File: config.mk
export PLATFORM = sky130hd
export DESIGN_NAME = cic_comp_fir
export DESIGN_NICKNAME = d
export VERILOG_FILES = /design/src/rtl/cic_comp_fir.sv
export SDC_FILE = /design/constraint.sdc
export NUM_CORES = 2
export LEC_CHECK = 0
export CAP_MARGIN = 20
export CORE_UTILIZATION = 52
export CTS_BUF_LIST = sky130_fd_sc_hd__clkbuf_4 sky130_fd_sc_hd__clkbuf_8
export CTS_CLUSTER_SIZE = 10
export DETAILED_ROUTE_END_ITERATION = 8
export GPL_TIMING_DRIVEN = 1
export HOLD_SLACK_MARGIN = 0.08
export PLACE_DENSITY_LB_ADDON = 0.1
export SYNTH_ARGS = -nofsm -noshare
export SYNTH_HDL_FRONTEND = slang
export SYNTH_SLANG_ARGS = --single-unit
File: constraint.sdc
create_clock -name clk -period 31.8 [get_ports clk]
set_input_delay 9.54 -clock clk [delete_from_list [all_inputs] [get_ports clk]]
set_output_delay 9.54 -clock clk [all_outputs]
set_load 0.005 [all_outputs]
File: src/rtl/cic_comp_fir.sv
// Time-multiplexed droop-compensation FIR that follows the CIC decimator.
// One MAC per clock walks the circular delay line newest-first, then the result is rounded and saturated.
module cic_comp_fir #(
  parameter int INP_DW  = 14,
  parameter int OUT_DW  = 16,
  parameter int COEF_DW = 18,
  parameter int TAPS    = 15,
  parameter int DECIM   = 1,
  parameter int SHIFT   = 14,
  localparam int AW     = $clog2(TAPS)
) (
  input  logic                      clk,
  input  logic                      reset,
  input  logic                      clear,
  input  logic signed [INP_DW-1:0]  inp_samp_data,
  input  logic                      inp_samp_str,
  output logic signed [OUT_DW-1:0]  out_samp_data,
  output logic                      out_samp_str,
  output logic                      out_sat,
  output logic                      busy,
  output logic                      overrun,
  input  logic                      coef_we,
  input  logic [AW-1:0]             coef_addr,
  input  logic signed [COEF_DW-1:0] coef_data
);

  localparam int PW    = INP_DW + COEF_DW;
  localparam int ACC_W = INP_DW + COEF_DW + $clog2(TAPS);

  localparam logic signed [COEF_DW-1:0] UNITY = {2'b01, {(COEF_DW-2){1'b0}}};
  localparam logic signed [ACC_W:0] HALF = {{(ACC_W-SHIFT+1){1'b0}}, 1'b1, {(SHIFT-1){1'b0}}};
  localparam logic signed [ACC_W:0] MAXV = (ACC_W+1)'(2**(OUT_DW-1) - 1);
  localparam logic signed [ACC_W:0] MINV = (ACC_W+1)'(-(2**(OUT_DW-1)));

  typedef enum logic [1:0] {S_IDLE, S_MAC, S_ROUND, S_OUT} state_t;

  state_t state_q, state_d;

  logic signed [INP_DW-1:0]  x_q    [TAPS];
  logic signed [COEF_DW-1:0] coef_q [TAPS];

  logic [AW-1:0]             wr_ptr_q, wr_ptr_d, rd_ptr_q, rd_ptr_d, k_q, k_d;
  logic signed [ACC_W-1:0]   acc_q, acc_d;
  logic                      phase_q, phase_d;
  logic                      overrun_q, overrun_d;
  logic signed [OUT_DW-1:0]  y_q, y_d, out_data_q, out_data_d;
  logic                      ysat_q, ysat_d, out_sat_q, out_sat_d, out_str_q, out_str_d;

  logic                      accept, drop, cf_we;
  logic signed [PW-1:0]      prod;

  // Returns {saturated, y}: round half up, then clip to the output range.
  function automatic logic [OUT_DW:0] round_sat(input logic signed [ACC_W-1:0] a);
    logic signed [ACC_W:0] ext;
    logic signed [ACC_W:0] r;
    ext = {a[ACC_W-1], a};
    r   = (ext + HALF) >>> SHIFT;
    if (r > MAXV)      round_sat = {1'b1, MAXV[OUT_DW-1:0]};
    else if (r < MINV) round_sat = {1'b1, MINV[OUT_DW-1:0]};
    else               round_sat = {1'b0, r[OUT_DW-1:0]};
  endfunction

  // A strobe landing in OUT is accepted so back-to-back samples lose no cycle.
  assign accept = inp_samp_str && !clear && (state_q == S_IDLE || state_q == S_OUT);
  assign drop   = inp_samp_str && !clear && (state_q == S_MAC || state_q == S_ROUND);
  assign cf_we  = coef_we && !clear && !inp_samp_str && (state_q == S_IDLE)
                  && (int'(coef_addr) < TAPS);
  assign prod   = coef_q[k_q] * x_q[rd_ptr_q];

  always_comb begin
    state_d    = state_q;
    wr_ptr_d   = wr_ptr_q;
    rd_ptr_d   = rd_ptr_q;
    k_d        = k_q;
    acc_d      = acc_q;
    phase_d    = phase_q;
    overrun_d  = overrun_q;
    y_d        = y_q;
    ysat_d     = ysat_q;
    out_data_d = out_data_q;
    out_sat_d  = out_sat_q;
    out_str_d  = 1'b0;

    case (state_q)
      S_MAC: begin
        acc_d    = acc_q + ACC_W'(prod);
        k_d      = k_q + AW'(1);
        rd_ptr_d = (rd_ptr_q == '0) ? AW'(TAPS-1) : rd_ptr_q - AW'(1);
        if (k_q == AW'(TAPS-1)) state_d = S_ROUND;
      end
      S_ROUND: begin
        {ysat_d, y_d} = round_sat(acc_q);
        state_d       = S_OUT;
      end
      S_OUT: begin
        out_data_d = y_q;
        out_sat_d  = ysat_q;
        out_str_d  = 1'b1;
        state_d    = S_IDLE;
      end
      default: ;
    endcase

    if (accept) begin
      rd_ptr_d = wr_ptr_q;
      wr_ptr_d = (wr_ptr_q == AW'(TAPS-1)) ? '0 : wr_ptr_q + AW'(1);
      acc_d    = '0;
      k_d      = '0;
      phase_d  = (DECIM == 2) ? ~phase_q : 1'b0;
      if (!phase_q) state_d = S_MAC;
    end

    if (drop) overrun_d = 1'b1;

    if (clear) begin
      state_d   = S_IDLE;
      wr_ptr_d  = '0;
      k_d       = '0;
      acc_d     = '0;
      phase_d   = 1'b0;
      overrun_d = 1'b0;
      out_str_d = 1'b0;
    end
  end

  always_ff @(posedge clk or posedge reset) begin
    if (reset) state_q <= S_IDLE;
    else       state_q <= state_d;
  end

  always_ff @(posedge clk or posedge reset) begin
    if (reset) begin
      wr_ptr_q   <= '0;
      rd_ptr_q   <= '0;
      k_q        <= '0;
      acc_q      <= '0;
      phase_q    <= 1'b0;
      overrun_q  <= 1'b0;
      y_q        <= '0;
      ysat_q     <= 1'b0;
      out_data_q <= '0;
      out_sat_q  <= 1'b0;
      out_str_q  <= 1'b0;
      for (int i = 0; i < TAPS; i++) begin
        x_q[i]    <= '0;
        coef_q[i] <= (i == 0) ? UNITY : '0;
      end
    end else begin
      wr_ptr_q   <= wr_ptr_d;
      rd_ptr_q   <= rd_ptr_d;
      k_q        <= k_d;
      acc_q      <= acc_d;
      phase_q    <= phase_d;
      overrun_q  <= overrun_d;
      y_q        <= y_d;
      ysat_q     <= ysat_d;
      out_data_q <= out_data_d;
      out_sat_q  <= out_sat_d;
      out_str_q  <= out_str_d;
      if (clear) begin
        for (int i = 0; i < TAPS; i++) x_q[i] <= '0;
      end else if (accept) begin
        x_q[wr_ptr_q] <= inp_samp_data;
      end
      if (cf_we) coef_q[coef_addr] <= coef_data;
    end
  end

  assign out_samp_data = out_data_q;
  assign out_samp_str  = out_str_q;
  assign out_sat       = out_sat_q;
  assign overrun       = overrun_q;
  assign busy          = (state_q == S_MAC) || (state_q == S_ROUND);

endmodule

Yosys cells after proc, flatten, opt, wreduce, memory -nomap -nowiden
Cells that the tools add are included.
{ "totals": {"rom_bits": 0, "memories": 0, "elab_cells": 124, "output_inout_bits": 20, "mem_bits_rw": 0, "latch_bits": 0, "regBits": 567} }
{ "op_classes": {"n_eq_ne": 5, "shift": 0, "div_mod_pow": 0, "bitwise_logic": 4, "mul": 1, "reduce_logical": 19, "addsub": 5, "muxes": 39, "n_lt_le_gt_ge": 9} }
{ "op_table": {"columns": ["operator", "n"], "rows": [
  ["210-bit 2-to-1 mux", 2],
  ["270-bit bitwise mux", 1],
  ["210-bit bitwise mux", 1],
  ["36-bit 2-to-1 mux", 3],
  ["18-bit binary-select mux with 4-bit select", 1],
  ["18-bit demux with 4-bit select", 1],
  ["14-bit binary-select mux with 4-bit select", 1],
  ["14-bit demux with 4-bit select", 1],
  ["18-bit 2-to-1 mux", 3],
  ["14-bit 2-to-1 mux", 3],
  ["36-bit by 15-bit adder with 37-bit output, second input constant", 1],
  ["36-bit by 32-bit adder with 36-bit output", 1],
  ["4-bit 2-to-1 mux", 9],
  ["17-bit 2-to-1 mux", 2],
  ["18-bit by 14-bit multiplier with 32-bit output", 1],
  ["23-bit by 16-bit greater-than comparator with 1-bit output, second input constant", 1],
  ["23-bit by 16-bit < comparator with 1-bit output, second input constant", 1],
  ["5-bit greater-or-equal comparator, second input constant", 4],
  ["4-bit NOT with 5-bit output", 4],
  ["5-bit by 1-bit < comparator with 1-bit output, second input constant", 2],
  ["1-bit logical AND", 9],
  ["4-bit by 1-bit adder with 4-bit output, second input constant", 2],
  ["4-bit equality test, second input constant", 2],
  ["2-bit 2-to-1 mux", 4],
  ["other kinds (12)", 22]
]} }

Logic depth before layout (Yosys ltp)
{ "depth": {"word_depth": 9, "depth_mapped": 34, "depth_no_buf": 30} }

Least setup slack after synthesis
Ideal clock, no wire load.
{ "synth_timing": {"path_kind": "input-to-reg", "from": "input clear", "to": "register coef_q[216] (netlist name)", "setup_time_ns": 0.125, "t_required_ns": 31.675, "n_path_buf": 3, "t_arrival_ns": 11.242, "slack_ns": 20.433, "path_stages": 7, "path_cell_list": "nor3_1 -> or3b_1 -> clkbuf_1 -> nor3b_1 -> buf_2 -> buf_4 -> mux2_2"} }
{ "synth_via": {"elab_chain_len": 5} }
{ "synth_lines": {"columns": ["item", "line_no", "rtl"], "rows": [
  ["start: declaration", "14", "input logic clear,"],
  ["1-bit logical NOT", "66", "assign cf_we = coef_we && !clear && !inp_samp_str && (state_q == S_IDLE)"],
  ["1-bit logical AND (3 in series)", "66", null],
  ["1-bit logical AND", "67", "&& (int'(coef_addr) < TAPS);"],
  ["end signal: indexed assignment", "146", "coef_q[i] <= (i == 0) ? UNITY : '0;"],
  ["end signal: indexed assignment", "165", "if (cf_we) coef_q[coef_addr] <= coef_data;"],
  ["end: declaration", "40", "logic signed [COEF_DW-1:0] coef_q [TAPS];"]
]} }
No other way between the ends.
A chain may end at the register's enable or synchronous reset.

==> impl_metrics.toml <==
[status]
status = "completed"

[worst_setup_path]
cp-start-kind = "primary input"
worstPathArrival_ns = 13.43
crit_slowest_cell = "buf_4"
critical_path_class = "primary input to asynchronous set/reset pin"
cp.required_ns = 32.49
path_delay_family = "buffers and inverters"
max_stage_delay_ns = 0.87
path_common_cell = "buf_4"
critPathBufInv = 5
endpoint_kind = "asynchronous set/reset pin"
path_cells = "clkdlybuf4s50_1 -> inv_8 -> buf_4 -> buf_12 -> buf_4"
worstPathMaxFanout = 200

[sta]
report.final.slew_viol_count = 0
grt_setup_unrepaired = "false"
worstMarginPinSlew_ns = 1.10
fin_ws_ns = 19.07
finalSetupTns_ns = 0
finalHoldViolCount = 0
period_minus_slack_ns = 12.73
setup_viol = 0
fin_crit_sh_pct = 40.0
hold_slack_ns = 0.499
fin_skew_ns = 0.0420
slew_headroom_pct = 25.4
fmax_mhz = 78.5

[synth]
synth_top_area_share_pct = 37.4
synthTopCellsByArea = "dfrtp_1 (37%), fa_1 (16%), mux2_2 (8.8%)"
postSynthCellCount = 3587
synthArstFlopShare_pct = 100
ys.flop_type = "dfrtp_1"
synth_top_area_cell = "dfrtp_1"
synth_enable_flop_cells = 0
yosysSeqAreaShare_pct = 37.5
yosysWarningCount = 0
ys_types = 74
mappedNetlistArea_sq_um = 37800
syn-num-nets = 4045
synth.avg_cell_area_sq_um = 10.5
ys_ff_latch = 566

[power]
p_seq_share_pct = 31.9
power_switching_share_pct = 38.5
p_int_mw = 1.72
leakage_nw = 19.3
clockPowerShare_pct = 26.1
combPwrFrac_pct = 42.0
powerDensity_nw_per_um2 = 67.2
switchingPower_mw = 1.08
irDropWorstVdd_uv = 38.4

[finish]
fin_nets = 4059
layout-drive-gt1-share_pct = 18.5
layout_commonest_cell = "nand2_1"
layout_common_cells = "nand2_1 (646), dfrtp_1 (559), inv_1 (412), fa_1 (309), mux2_2 (296)"
syn_to_final_growth_pct = 9.86

[global_routing]
grt_overflow_total = 0
track_usage_pct = 27.0
grt_pass1_wl_um = 155000
antenna_found_initial = 2
grt_max_degree = 201
grt_pass1_vias = 27603

[placement]
port_buffers = 60
globalplace.congestion = 0.913
post-place-ws_ns = 18.24
dp_hpwl_um = 67300

[clock_tree]
cts.sinks = 566
clk_latency_ns = 0.72
htree_levels = 3
postCtsSetupBuffers = 0
clock-root-buffer = "clkbuf_8"
cts-hold-fix-buffers = 0
path_clk_slew_ns = 0.06
ctsResizeCount = 0
cts_buffers = 98
cts_buffer_depth = 3
cts_tree = "yes"

[floorplan]
io_pins = 61
fp.dieH_um = 272
dieArea_sq_um = 73700
num_rows = 98
core-area_sq_um = 71700
initial_core_util_pct = 52.7
die_x_um = 272

[detailed_routing]
ant_nets = 0
wire_per_inst_um = 20.9
drc = 0
drtIter0Drc = 2007
avgViaCountPerCell = 5.68
vias = 26296
drtPass1Iterations = 7
finalWirelength_um = 96700

[worst_hold_path]
hold_class = "flip-flop to flip-flop"

[flow_run]
cap_violations = 0
[final timing paths]
path | depth (start not counted) | end | startpoint | slack, ns
max in group clk | 8 | coef_q[253] | inp_samp_str | 20.11
max | 5 | coef_q[252] | reset | 19.07
min reg2reg | 1 | coef_q[217] | coef_q[217] | 0.50
max reg2reg | 24 | acc_q[35] | k_q[0] | 21.73
min in group asynchronous | 2 | x_q[55] | reset | 9.40
min | 1 | coef_q[217] | coef_q[217] | 0.50
[worst reg2reg max path, stage by stage, from the launching register on]
cell and delay, ns:
dfrtp_4 0.78, buf_4 0.76, mux4_2 0.64, mux4_2 0.63
inv_1 0.33, nor2_1 0.25, inv_1 0.69, fa_1 0.60
fa_1 0.55, inv_1 0.05, fa_1 0.48, fa_1 0.51
fa_1 0.49, inv_1 0.05, fa_1 0.47, inv_1 0.04
ha_1 0.34, a21oi_1 0.25, o21ai_0 0.20, nor4b_1 0.72
o21ai_1 0.24, a211oi_1 0.43, a21oi_1 0.14, xnor2_1 0.19
o22ai_1 0.09
[state kept, by name, summed over array words and instances (netlist names)]
register and flops:
x_q 210, ysat_q 1, k_q 4, out_samp_data 16, out_samp_str 1, overrun 1, acc_q 36, wr_ptr_q 4
rd_ptr_q 4, state_q 2, out_sat 1, y_q 16, coef_q 270
[power groups by stage]
stage          logic [mW]  clock network [mW]  registers, mW
6_report             1.17               0.730          0.890
5_1_grt              1.32               0.779          0.903
4_1_cts              1.18               0.743          0.890
3_5_place_dp         1.17                   0          0.903
3_3_place_gp         1.14                   0          0.895
2_1_floorplan       0.899                   0          0.866
[synth_stat cells (14+ instances only)]
master and count:
nor2b_1 33, a21oi_1 269, nand2_1 646, nand3_1 33, nor2_1 194, fa_1 309, mux4_2 109, buf_2 43
clkbuf_1 135, mux2i_1 49, a211oi_1 17, nand2b_1 18, xnor2_1 40, mux2_2 296, o21ai_0 89, ha_1 108
a21o_1 17, nor3_1 16, o211ai_1 19, inv_1 413, buf_1 14, dfrtp_1 565
[logic make-up after synthesis]
family,Yosys count,share of synthesized area [%]
flip-flops,566,37.5
multiplexers,454,16.6
AND/OR/NAND/NOR,1005,11.1
adder cells (fa/ha/maj),417,20.0
XOR/XNOR,49,1.14
AO/OA/AOI/OAI,476,7.16
buffers and inverters,620,6.49
[metal layers]
layer	track usage (%)	routed length [um]	vias to the layer above
met5	0	13	-
met3	4.33	5620	147
met2	44.6	46900	737
met1	37.0	41800	13637
li1	-	-	11773
met4	7.63	2260	2
[final cells by class]
class | instances | area (sq um)
Fill cell | 6079 | 30200
Multi-Input combinational cell | 2401 | 21200
Sequential cell | 566 | 14200
Clock buffer | 153 | 1990
Inverter | 413 | 1560
Tap cell | 950 | 1190
Timing Repair Buffer | 121 | 1180
Clock inverter | 20 | 209
Antenna cell | 2 | 5.00
[metrics by stage]
stage | util, % | std cells | power [mW] | instance area (sq um)
after floorplan | - | 3587 | 1.76 | 37800
after global placement | 54.5 | 4438 | 2.03 | 39100
after detailed placement | 54.6 | 4444 | 2.07 | 39200
after CTS | 57.7 | 4617 | 2.81 | 41400
after global routing | 57.8 | 4625 | 3.00 | 41500
final | 57.8 | 4626 | 2.79 | 41500
Note: power is estimated with default switching activity, not from simulation.
